==> src/rtl/seven_seg_pkg.sv <==
// seven_seg_pkg: shared digit types and the leading-zero blanking rule for the display blocks.
package seven_seg_pkg;

    localparam int NUM_DIGITS = 8;

    typedef logic [3:0] nibble_t;
    typedef logic [NUM_DIGITS-1:0] digit_mask_t;

    // Digit i is a leading zero when it and every more-significant nibble are zero; digit 0 always shows.
    function automatic logic lz_blank(input logic [4*NUM_DIGITS-1:0] value, input logic [2:0] i);
        return (i != 3'd0) && ((value >> {i, 2'b00}) == '0);
    endfunction

endpackage

==> src/rtl/seven_seg_prescaler.sv <==
// seven_seg_prescaler: divides clk down to a one-cycle tick every REFRESH_DIV cycles.
module seven_seg_prescaler #(
    parameter int REFRESH_DIV = 100000
) (
    input  logic clk,
    input  logic rst,
    output logic tick
);

    localparam int W = (REFRESH_DIV > 1) ? $clog2(REFRESH_DIV) : 1;

    logic [W-1:0] cnt_q, cnt_d;

    always_comb begin
        tick  = (cnt_q == W'(REFRESH_DIV - 1));
        cnt_d = tick ? '0 : cnt_q + 1'b1;
    end

    always_ff @(posedge clk or posedge rst) begin
        if (rst) cnt_q <= '0;
        else     cnt_q <= cnt_d;
    end

endmodule

==> src/rtl/seven_seg_scan.sv <==
// seven_seg_scan: double-buffered 8-digit hex scanner feeding a 7-segment decoder one digit per slot.
module seven_seg_scan
    import seven_seg_pkg::*;
#(
    parameter int REFRESH_DIV = 100000
) (
    input  logic        clk,
    input  logic        rst,
    input  logic        load,
    input  logic [31:0] value,
    input  logic [7:0]  dp_mask,
    input  logic [7:0]  digit_en,
    input  logic        blank_lz,
    output logic [3:0]  q,
    output logic [7:0]  an_in,
    output logic        dp_sw,
    output logic        pending,
    output logic        frame
);

    logic        tick;
    logic        swap;
    logic        dark;
    logic [2:0]  idx_q, idx_d;
    logic [31:0] pend_value_q, pend_value_d, disp_value_q, disp_value_d;
    digit_mask_t pend_dp_q, pend_dp_d, disp_dp_q, disp_dp_d;
    digit_mask_t pend_en_q, pend_en_d, disp_en_q, disp_en_d;
    logic        pend_blz_q, pend_blz_d, disp_blz_q, disp_blz_d;
    logic        pending_q, pending_d;
    nibble_t     q_q, q_d;
    digit_mask_t an_q, an_d;
    logic        dp_q, dp_d;
    logic        frame_q, frame_d;

    seven_seg_prescaler #(.REFRESH_DIV(REFRESH_DIV)) u_prescaler (
        .clk  (clk),
        .rst  (rst),
        .tick (tick)
    );

    always_comb begin
        swap         = tick && (idx_q == 3'd7) && pending_q;
        idx_d        = tick ? idx_q + 3'd1 : idx_q;
        pending_d    = load || (pending_q && !swap);
        pend_value_d = load ? value    : pend_value_q;
        pend_dp_d    = load ? dp_mask  : pend_dp_q;
        pend_en_d    = load ? digit_en : pend_en_q;
        pend_blz_d   = load ? blank_lz : pend_blz_q;
        disp_value_d = swap ? pend_value_q : disp_value_q;
        disp_dp_d    = swap ? pend_dp_q    : disp_dp_q;
        disp_en_d    = swap ? pend_en_q    : disp_en_q;
        disp_blz_d   = swap ? pend_blz_q   : disp_blz_q;
        // Render from the post-swap display set so digit 0 of a new frame already uses new data.
        dark         = !disp_en_d[idx_d] || (disp_blz_d && lz_blank(disp_value_d, idx_d));
        q_d          = tick ? disp_value_d[{idx_d, 2'b00} +: 4] : q_q;
        an_d         = tick ? (dark ? '0 : digit_mask_t'(1) << idx_d) : an_q;
        dp_d         = tick ? (!dark && disp_dp_d[idx_d]) : dp_q;
        frame_d      = tick && (idx_q == 3'd7);
    end

    always_ff @(posedge clk or posedge rst) begin
        if (rst) begin
            idx_q        <= 3'd7;
            pending_q    <= 1'b0;
            pend_value_q <= '0;
            pend_dp_q    <= '0;
            pend_en_q    <= '0;
            pend_blz_q   <= 1'b0;
            disp_value_q <= '0;
            disp_dp_q    <= '0;
            disp_en_q    <= '0;
            disp_blz_q   <= 1'b0;
            q_q          <= '0;
            an_q         <= '0;
            dp_q         <= 1'b0;
            frame_q      <= 1'b0;
        end else begin
            idx_q        <= idx_d;
            pending_q    <= pending_d;
            pend_value_q <= pend_value_d;
            pend_dp_q    <= pend_dp_d;
            pend_en_q    <= pend_en_d;
            pend_blz_q   <= pend_blz_d;
            disp_value_q <= disp_value_d;
            disp_dp_q    <= disp_dp_d;
            disp_en_q    <= disp_en_d;
            disp_blz_q   <= disp_blz_d;
            q_q          <= q_d;
            an_q         <= an_d;
            dp_q         <= dp_d;
            frame_q      <= frame_d;
        end
    end

    assign q       = q_q;
    assign an_in   = an_q;
    assign dp_sw   = dp_q;
    assign pending = pending_q;
    assign frame   = frame_q;

endmodule

==> config.mk <==
export PLATFORM = sky130hd
export DESIGN_NAME = seven_seg_scan
export DESIGN_NICKNAME = d
export VERILOG_FILES = /design/src/rtl/seven_seg_pkg.sv /design/src/rtl/seven_seg_prescaler.sv /design/src/rtl/seven_seg_scan.sv
export SDC_FILE = /design/constraint.sdc
export NUM_CORES = 1
export LEC_CHECK = 0
export CAP_MARGIN = 0
export CORE_AREA = 2 2 143 145
export CTS_BUF_LIST = sky130_fd_sc_hd__clkbuf_8
export DETAILED_ROUTE_END_ITERATION = 12
export DIE_AREA = 0 0 145 147
export GPL_TIMING_DRIVEN = 0
export HOLD_SLACK_MARGIN = 0.1
export PLACE_DENSITY = 0.61
export REMOVE_ABC_BUFFERS = 1
export SLEW_MARGIN = 0
export SYNTH_ARGS = -nofsm -noshare
export SYNTH_HDL_FRONTEND = slang
export SYNTH_SLANG_ARGS = --single-unit
export TNS_END_PERCENT = 10
==> constraint.sdc <==
create_clock -name clk -period 4.4 [get_ports clk]
set_input_delay 1.1 -clock clk [delete_from_list [all_inputs] [get_ports clk]]
set_output_delay 1.1 -clock clk [all_outputs]
set_load 0.05 [all_outputs]
==> Implementation_results.wiki <==
{| class="wikitable"
! Metric !! Value
|-
| Vertical extent of the die || 147 um
|-
| Max-Cap Viols || 0
|-
| H-Tree Depth || 4
|-
| Final hold slack || between 0.4 and 0.5 ns
|-
| Placement row count || 52
|-
| Half-perimeter wire length after detailed placement || 11,690 um
|-
| Synth Flop Type || sky130_fd_sc_hd__dfrtp_1
|-
| Status || finished, final reports clean
|-
| Cell Area, Placed || 0.007786 sq mm
|-
| Layout Cells excl Fill || about 1.0k
|-
| Net count reported at finish || 808
|-
| Final setup violating endpoints || 0
|-
| Max Root-Sink Buffers || 2
|-
| Sink count of the clock tree || about 130
|-
| Via count of the first global-routing pass || 5,315
|-
| Maximum number of pins on one net before global-route repair || 71
|-
| Path class of the lowest-slack min-delay path || flip-flop to flip-flop
|-
| Startpoint class of the critical path || flip-flop
|-
| Count of cell types in the netlist || 66
|-
| Number of clock buffers inserted by TritonCTS || 17
|-
| Synthesized instance count || about 700
|-
| Global-route wire length before repair || about 29,000 um
|-
| Antenna fix cells || 0
|-
| Cell types with the highest counts after synthesis || 149 x sky130_fd_sc_hd__nand2_1, 130 x sky130_fd_sc_hd__dfrtp_1, 63 x sky130_fd_sc_hd__mux2_2
|-
| Static Leakage || 3.667 nW
|-
| Total iterations of the first detailed-routing run || 5
|-
| I/O pins || between 60 and 70
|-
| Hold buffers post-CTS || 0
|-
| Final weighted congestion in routability-driven placement || around 0.86
|-
| Critical path fanouts, max || 28
|-
| Library cell with the highest instance count after synthesis || sky130_fd_sc_hd__nand2_1
|-
| Number of filler cells placed in the layout || 1,948
|-
| Ratio of cells with drive above 1 in the final layout || 18.02%
|-
| CTS tree || built
|-
| Fraction of registers with async set/reset || 100.0%
|-
| Count of state elements after synthesis || between 100 and 150
|-
| Clock slew seen by the registers of the worst setup and hold paths || 0.07 ns
|-
| Layout-stage area growth over the synthesis result || 21.58%
|-
| Number of synthesized flops with an enable pin || 0
|-
| Floorplan die width || 145 um
|-
| Placed Cells incl. Taps || 997
|-
| Skew-Pair Late Insertion Delay || between 0.4 and 0.5 ns
|-
| Routed len/inst || 16.72 um
|-
| Tcrit/Tclk final || 95.17%
|-
| Drc violations || 0
|-
| Vias after detailed routing || around 5.4k
|-
| Post-DR vias/cell || roughly 5.2
|-
| Worst-Margin Slew || 0.8832 ns
|-
| Total chip power || 0.002550 W
|-
| Setup repair after global routing missed its margin || no
|-
| Root cell of the clock tree || sky130_fd_sc_hd__clkbuf_8
|-
| Required time at the worst-slack endpoint || 4.73 ns
|-
| Post-detailed-routing wire length || 17,330 um
|-
| Critical setup path kind || flip-flop to flip-flop
|-
| IO buf count || 66
|-
| Drt initial violations || 490
|-
| Max VDD drop || a little under 0.2 mV
|-
| Die Outline Area || 0.02132 sq mm
|-
| Area leader, netlist || sky130_fd_sc_hd__dfrtp_1
|-
| Synth warnings || 0
|-
| Achievable frequency || 238.8 MHz
|-
| Netlist area before placement || 0.006847 sq mm
|-
| GRT Util Overall || 16.92%
|-
| Worst endpoint data arrival time || around 4.5 ns
|-
| Mapped Avg Cell Area || ~10 sq um
|-
| Number of hold-slack violations in the final timing report || 0
|-
| Endpoint class of the critical path || flip-flop
|-
| Worst r2r src || idx_q[0]
|-
| Share of the synthesized area in the top cell type || 47.51%
|-
| Time the final worst path needs with I/O delays and setup || between 4 and 5 ns
|-
| Initial core utilization || roughly a third
|-
| Sequential cell area fraction in the yosys report || just under 50%
|-
| DRT antenna net count || 0
|-
| Antenna violations before repair || 0
|-
| Floorplan core area || 0.01984 sq mm
|-
| Hold Crit Start || disp_en_q[5]
|-
| Count of pins over their slew limit || 0
|-
| Power per unit of standard cell area || slightly above 300 mW/mm^2
|-
| Remaining global-route overflow || 0
|-
| Remaining max-slew budget at the tightest pin || 40.98%
|-
| Final instance area || ~0.0083 sq mm
|-
| Layout Skew || ~0.012 ns
|-
| Critical path origin || idx_q[0]
|-
| Dominant cells by area after synthesis || sky130_fd_sc_hd__dfrtp_1 48%, sky130_fd_sc_hd__mux2_2 10%, sky130_fd_sc_hd__nand2_1 8.2%
|}
[through the flow]
step / setup TNS (ns) / setup slack [ns] / util, %
final: 0 / 0.2125 / 41.95
after CTS: 0 / 0.006248 / 41.68
after global placement: -329.11 / -2.262 / 38.57
after global routing: 0 / 0.01802 / 41.95
after floorplan: -34.48 / -0.2567 / -
after detailed placement: -7.562 / -0.8457 / 39.24
[cell type report]
type / instances / area [sq um] / area share (%)
clock buffer: 20 / 275.3 / 3.307
clock inverter: 12 / 151.4 / 1.819
inverter: 13 / 55.05 / 0.6614
multi-input combinational: 509 / 3328 / 39.98
sequential: 133 / 3336 / 40.07
tap: 270 / 337.8 / 4.058
timing repair buffer: 79 / 840.8 / 10.10
[state kept, by name, indices dropped and copies added, names as in the netlist, 3 cells and up]
| name | flops |
|---|---|
| disp_value_q | 32 |
| pend_value_q | 32 |
| u_prescaler.cnt_q | 17 |
| an_in | 8 |
| disp_dp_q | 8 |
| disp_en_q | 8 |
| pend_dp_q | 8 |
| pend_en_q | 8 |
| q | 4 |
| idx_q | 3 |
[final timing paths]
kind,cells after the start,end,slack [ns]
max in group asynchronous,3,idx_q[1],2.54
hold reg to reg,2,disp_en_q[5],0.46
setup / recovery,13,an_in[3],0.21
min in group asynchronous,2,pend_dp_q[0],1.09
setup reg to reg,13,an_in[3],0.21
hold / removal,2,disp_en_q[5],0.46
[worst max-delay path: stages, from the launching register on]
cell	delay (ns)
sky130_fd_sc_hd__dfstp_4	0.85
sky130_fd_sc_hd__ha_1	0.22
sky130_fd_sc_hd__ha_1	0.37
sky130_fd_sc_hd__and3_1	0.39
sky130_fd_sc_hd__nor2b_4	0.33
sky130_fd_sc_hd__nand2_4	0.26
sky130_fd_sc_hd__buf_16	0.27
sky130_fd_sc_hd__mux2_2	0.30
sky130_fd_sc_hd__o2bb2ai_1	0.16
sky130_fd_sc_hd__o21ai_0	0.18
sky130_fd_sc_hd__nand4_1	0.16
sky130_fd_sc_hd__nor4_4	0.29
sky130_fd_sc_hd__buf_4	0.19
sky130_fd_sc_hd__o21ai_1	0.09
[placed cells by master (no fill, tap or decap), types with 3 or more instances in the layout]
master / count
sky130_fd_sc_hd__o21ai_1: 9
sky130_fd_sc_hd__dfrtp_1: 130
sky130_fd_sc_hd__o211ai_1: 8
sky130_fd_sc_hd__o221ai_1: 3
sky130_fd_sc_hd__o2111ai_1: 3
sky130_fd_sc_hd__nor3_1: 19
sky130_fd_sc_hd__inv_1: 9
sky130_fd_sc_hd__o32a_1: 3
sky130_fd_sc_hd__clkinvlp_4: 5
sky130_fd_sc_hd__nor2_1: 48
sky130_fd_sc_hd__xor2_1: 7
sky130_fd_sc_hd__clkbuf_8: 20
sky130_fd_sc_hd__xnor2_1: 8
sky130_fd_sc_hd__buf_16: 3
sky130_fd_sc_hd__clkdlybuf4s50_1: 65
sky130_fd_sc_hd__bufinv_16: 3
sky130_fd_sc_hd__a211o_1: 4
sky130_fd_sc_hd__nand4_1: 10
sky130_fd_sc_hd__mux2i_1: 22
sky130_fd_sc_hd__and2_1: 3
sky130_fd_sc_hd__mux2_2: 63
sky130_fd_sc_hd__nand2_1: 148
sky130_fd_sc_hd__a211oi_1: 3
sky130_fd_sc_hd__a31oi_1: 3
sky130_fd_sc_hd__a211oi_2: 3
sky130_fd_sc_hd__or3_1: 7
sky130_fd_sc_hd__nand3_1: 30
sky130_fd_sc_hd__buf_4: 7
sky130_fd_sc_hd__clkinv_2: 4
sky130_fd_sc_hd__o21ai_0: 23
sky130_fd_sc_hd__o22ai_1: 4
sky130_fd_sc_hd__and3_1: 7
sky130_fd_sc_hd__ha_1: 3
sky130_fd_sc_hd__o311ai_0: 4
sky130_fd_sc_hd__a21oi_1: 15
[per-layer routing]
metal	wire length [um]	global-route usage, %	vias to the layer above
met3	824	3.540	19
met1	8320	24.14	2648
met5	0	0	-
met4	243	4.752	0
li1	-	-	2589
met2	7939	26.17	155
[power breakdown]
part           switching, W  leakage [nW]  total, W  internal [W]
clock              0.000489         0.203   0.00109      0.000603
sequential        0.0000446          1.72   0.00131       0.00127
combinational     0.0000568          1.75  0.000147     0.0000898
[cell families (layout without fill, tap and decap cells)]
family                     count (synthesis)  in the layout  share of synthesized area, %
DFF                                      133            133                         48.67
xor gates and xnor gates                  15             15                         1.919
muxes                                     90             90                         14.64
adders and majority gates                  3              3                        0.5483
and+or+nand+nor                          294            294                         19.66
buffers and inverters                     55            124                         3.527
AOI/OAI and AO/OA                        107            107                         11.04
[what timing repair did]
action | CTS | global route
setup endpoints to repair | 12 | 8
pin swaps | 1 | 1
resized for setup | 5 | 3
cloned | 0 | 0
setup buffers | 2 | 5
hold endpoints to repair | 0 | 0
Note: power is estimated with default switching activity, not from simulation.
==> edit, RTL diff (config.mk and constraints unchanged) <==
`REFRESH_DIV` is set to 100000 in 2 places; all go to 400000.
--- a/src/rtl/seven_seg_prescaler.sv
+++ b/src/rtl/seven_seg_prescaler.sv
@@ -1,6 +1,6 @@
 // seven_seg_prescaler: divides clk down to a one-cycle tick every REFRESH_DIV cycles.
 module seven_seg_prescaler #(
-    parameter int REFRESH_DIV = 100000
+    parameter int REFRESH_DIV = 400000
 ) (
     input  logic clk,
     input  logic rst,
--- a/src/rtl/seven_seg_scan.sv
+++ b/src/rtl/seven_seg_scan.sv
@@ -2,7 +2,7 @@
 module seven_seg_scan
     import seven_seg_pkg::*;
 #(
-    parameter int REFRESH_DIV = 100000
+    parameter int REFRESH_DIV = 400000
 ) (
     input  logic        clk,
     input  logic        rst,
Behaviour: same outputs for any inputs over 10 cycles, from zero or initial values and one cycle with rst high; that may be too few to reach the edited logic, so the function may still have changed.
==> edit against the original RTL <==
Total power shrank 1.4%; synthesized area grew 1.4%; wire length grew 1.2%; setup slack gained 0.057 ns; sequential cell count grew 2; final cell count shrank 0.29%; synthesized cell count shrank 0.57%; global-route usage grew 0.053 points; final area grew 0.93%; core utilization grew 0.39 points; first-iteration DRC count shrank 16%; critical path type unchanged; critical endpoint is now an_in[2]$_DFFE_PP0N_; largest cell class is now multi-input gates; highest routed layer unchanged.
==> edit: results <==
[worst_setup_path]
cp.arrival_ns = 4.45
rr_endpoint = "an_in[2]$_DFFE_PP0N_"
ff2ff_setup_slack_ns = 0.27
crit_fanout = 18
r2r_cells = 12

[placement]
portBuffers = 66
pre_cts_ws_ns = -0.730
placedCellCount = 995
placed_cell_area_mm2 = 0.00789
place.gp.congestion = 0.855
hpwlAfterDp_um = 11600

[clock_tree]
clockBufferDepth = 2
insertion_delay_ns = 0.46
cts-root-buf = "clkbuf_8"

[yosys]
synth_cell_types = 71
ys_top_cells_by_area = "dfrtp_1 (48%), mux2_2 (11%), nand2_1 (7.3%)"
synth_compound_area_share_pct = 14.1
synth-seq-area-share_pct = 48.7
synthCells = 693
synth_xor_area_share_pct = 2.02
synthTopCellsByCount = "nand2_1 (135), dfrtp_1 (132), mux2_2 (67)"
synth_ff_type = "dfrtp_1"
synth.area.mux_share_pct = 13.6
synthAdderAreaFrac_pct = 0.541
synth_warnings = 0

[hold_path]
hold-path-endpoint = "disp_blz_q$_DFF_PP0_"
min_from = "disp_blz_q$_DFF_PP0_"
hp-class = "flop to flop"

[global_routing]
antenna_found_initial = 0
grt_max_degree = 80
grt_usage_pct = 17.0
grt_first_pass_wirelength_um = 28800
grt_pass1_vias = 5329

[routing]
wl_met1_um = 8180
wl_um = 17500
drt_iter0_drc = 413
vias = 5506
routed.top_layer = "met4"
wl_per_cell_um = 17.0
wl_met3_um = 936
wl_met2_um = 8180

[layout]
reg_top3 = "disp_value_q (32), pend_value_q (32), u_prescaler.cnt_q (19)"
nNetsFinal = 805
drive_gt1_share_pct = 19.5

[pwr]
ir_drop_mv = 0.132
leakage_nw = 3.71

[timing]
whs_ns = 0.476
max_slew_margin_pct = 41.2
fin_worst_skew_ns = 0.0117

[status]
status = "finished clean"
==> edit: cell count changes after synthesis, moves of 6 or more <==
cell	delta
o221ai_1	+9
nand2_1	-14
nor3_1	-6
o21ai_0	+12
mux2i_1	-7
nand3_1	-10
o21ai_1	-9
==> edit: logic make-up (layout without fill, tap and decap cells) <==
| family | after synthesis | count (layout) |
|---|---|---|
| AO/OA/AOI/OAI | 132 | 132 |
| XOR/XNOR | 16 | 16 |
| adder cells (fa/ha/maj) | 3 | 3 |
| buffers and inverters | 54 | 123 |
| flip-flops | 135 | 135 |
| multiplexers | 85 | 85 |
| AND/OR/NAND/NOR | 268 | 269 |
==> edit: area by class of cell <==
cell class,instances,area (um^2)
multi-input combinational,505,3400
clock inverter,14,150
clock buffer,18,248
sequential,135,3390
fill,1929,11400
inverter,14,57.6
tap,270,338
timing repair buffer,77,825
==> edit: power breakdown <==
group / switching [mW] / internal (mW) / leakage, nW / total [mW]
Combinational: 0.0575 / 0.0919 / 1.78 / 0.149
Clock: 0.520 / 0.519 / 0.184 / 1.04
Sequential: 0.0402 / 1.29 / 1.75 / 1.33
==> edit: routing by layer <==
layer  vias to the layer above  track usage (%)
met5                         -                0
met1                      2747             23.3
met4                         0             5.15
met3                        19             4.04
li1                       2593                -
met2                       147             26.8
==> edit: critical path, stage by stage, from the launching register on <==
cell,delay [ns]
dfstp_4,0.80
ha_1,0.20
ha_1,0.18
and2_2,0.37
nand3_1,0.22
o21ai_0,0.28
o21ai_0,0.15
a21oi_1,0.23
or4b_1,0.45
or3_1,0.31
a221o_1,0.41
o211ai_4,0.28
o31ai_2,0.09
==> edit: metrics by stage <==
step | setup TNS (ns) | util (%)
floorplan | -47.72 | -
global placement | -397.09 | 39.2
detailed placement | -6.18 | 39.7
CTS | 0 | 42.1
global route | 0 | 42.3
finish | 0 | 42.3
==> edit: what timing repair did <==
action	in CTS	in global routing
hold endpoints to repair	0	0
cloned	1	0
hold buffers	0	0
setup endpoints to repair	10	9
resized for setup	6	5
pin swaps	2	0
setup buffers	4	1
==> edit: how the worst max path moves through the flow <==
stage                           end  slack [ns]  depth (start not counted)
2_1_floorplan  an_in[2]$_DFFE_PP0N_       -0.88                         11
3_3_place_gp   an_in[2]$_DFFE_PP0N_       -3.22                         11
3_5_place_dp   an_in[2]$_DFFE_PP0N_       -0.73                         12
4_1_cts        an_in[2]$_DFFE_PP0N_        0.08                         12
5_1_grt        an_in[2]$_DFFE_PP0N_        0.07                         11
6_report       an_in[2]$_DFFE_PP0N_        0.27                         12
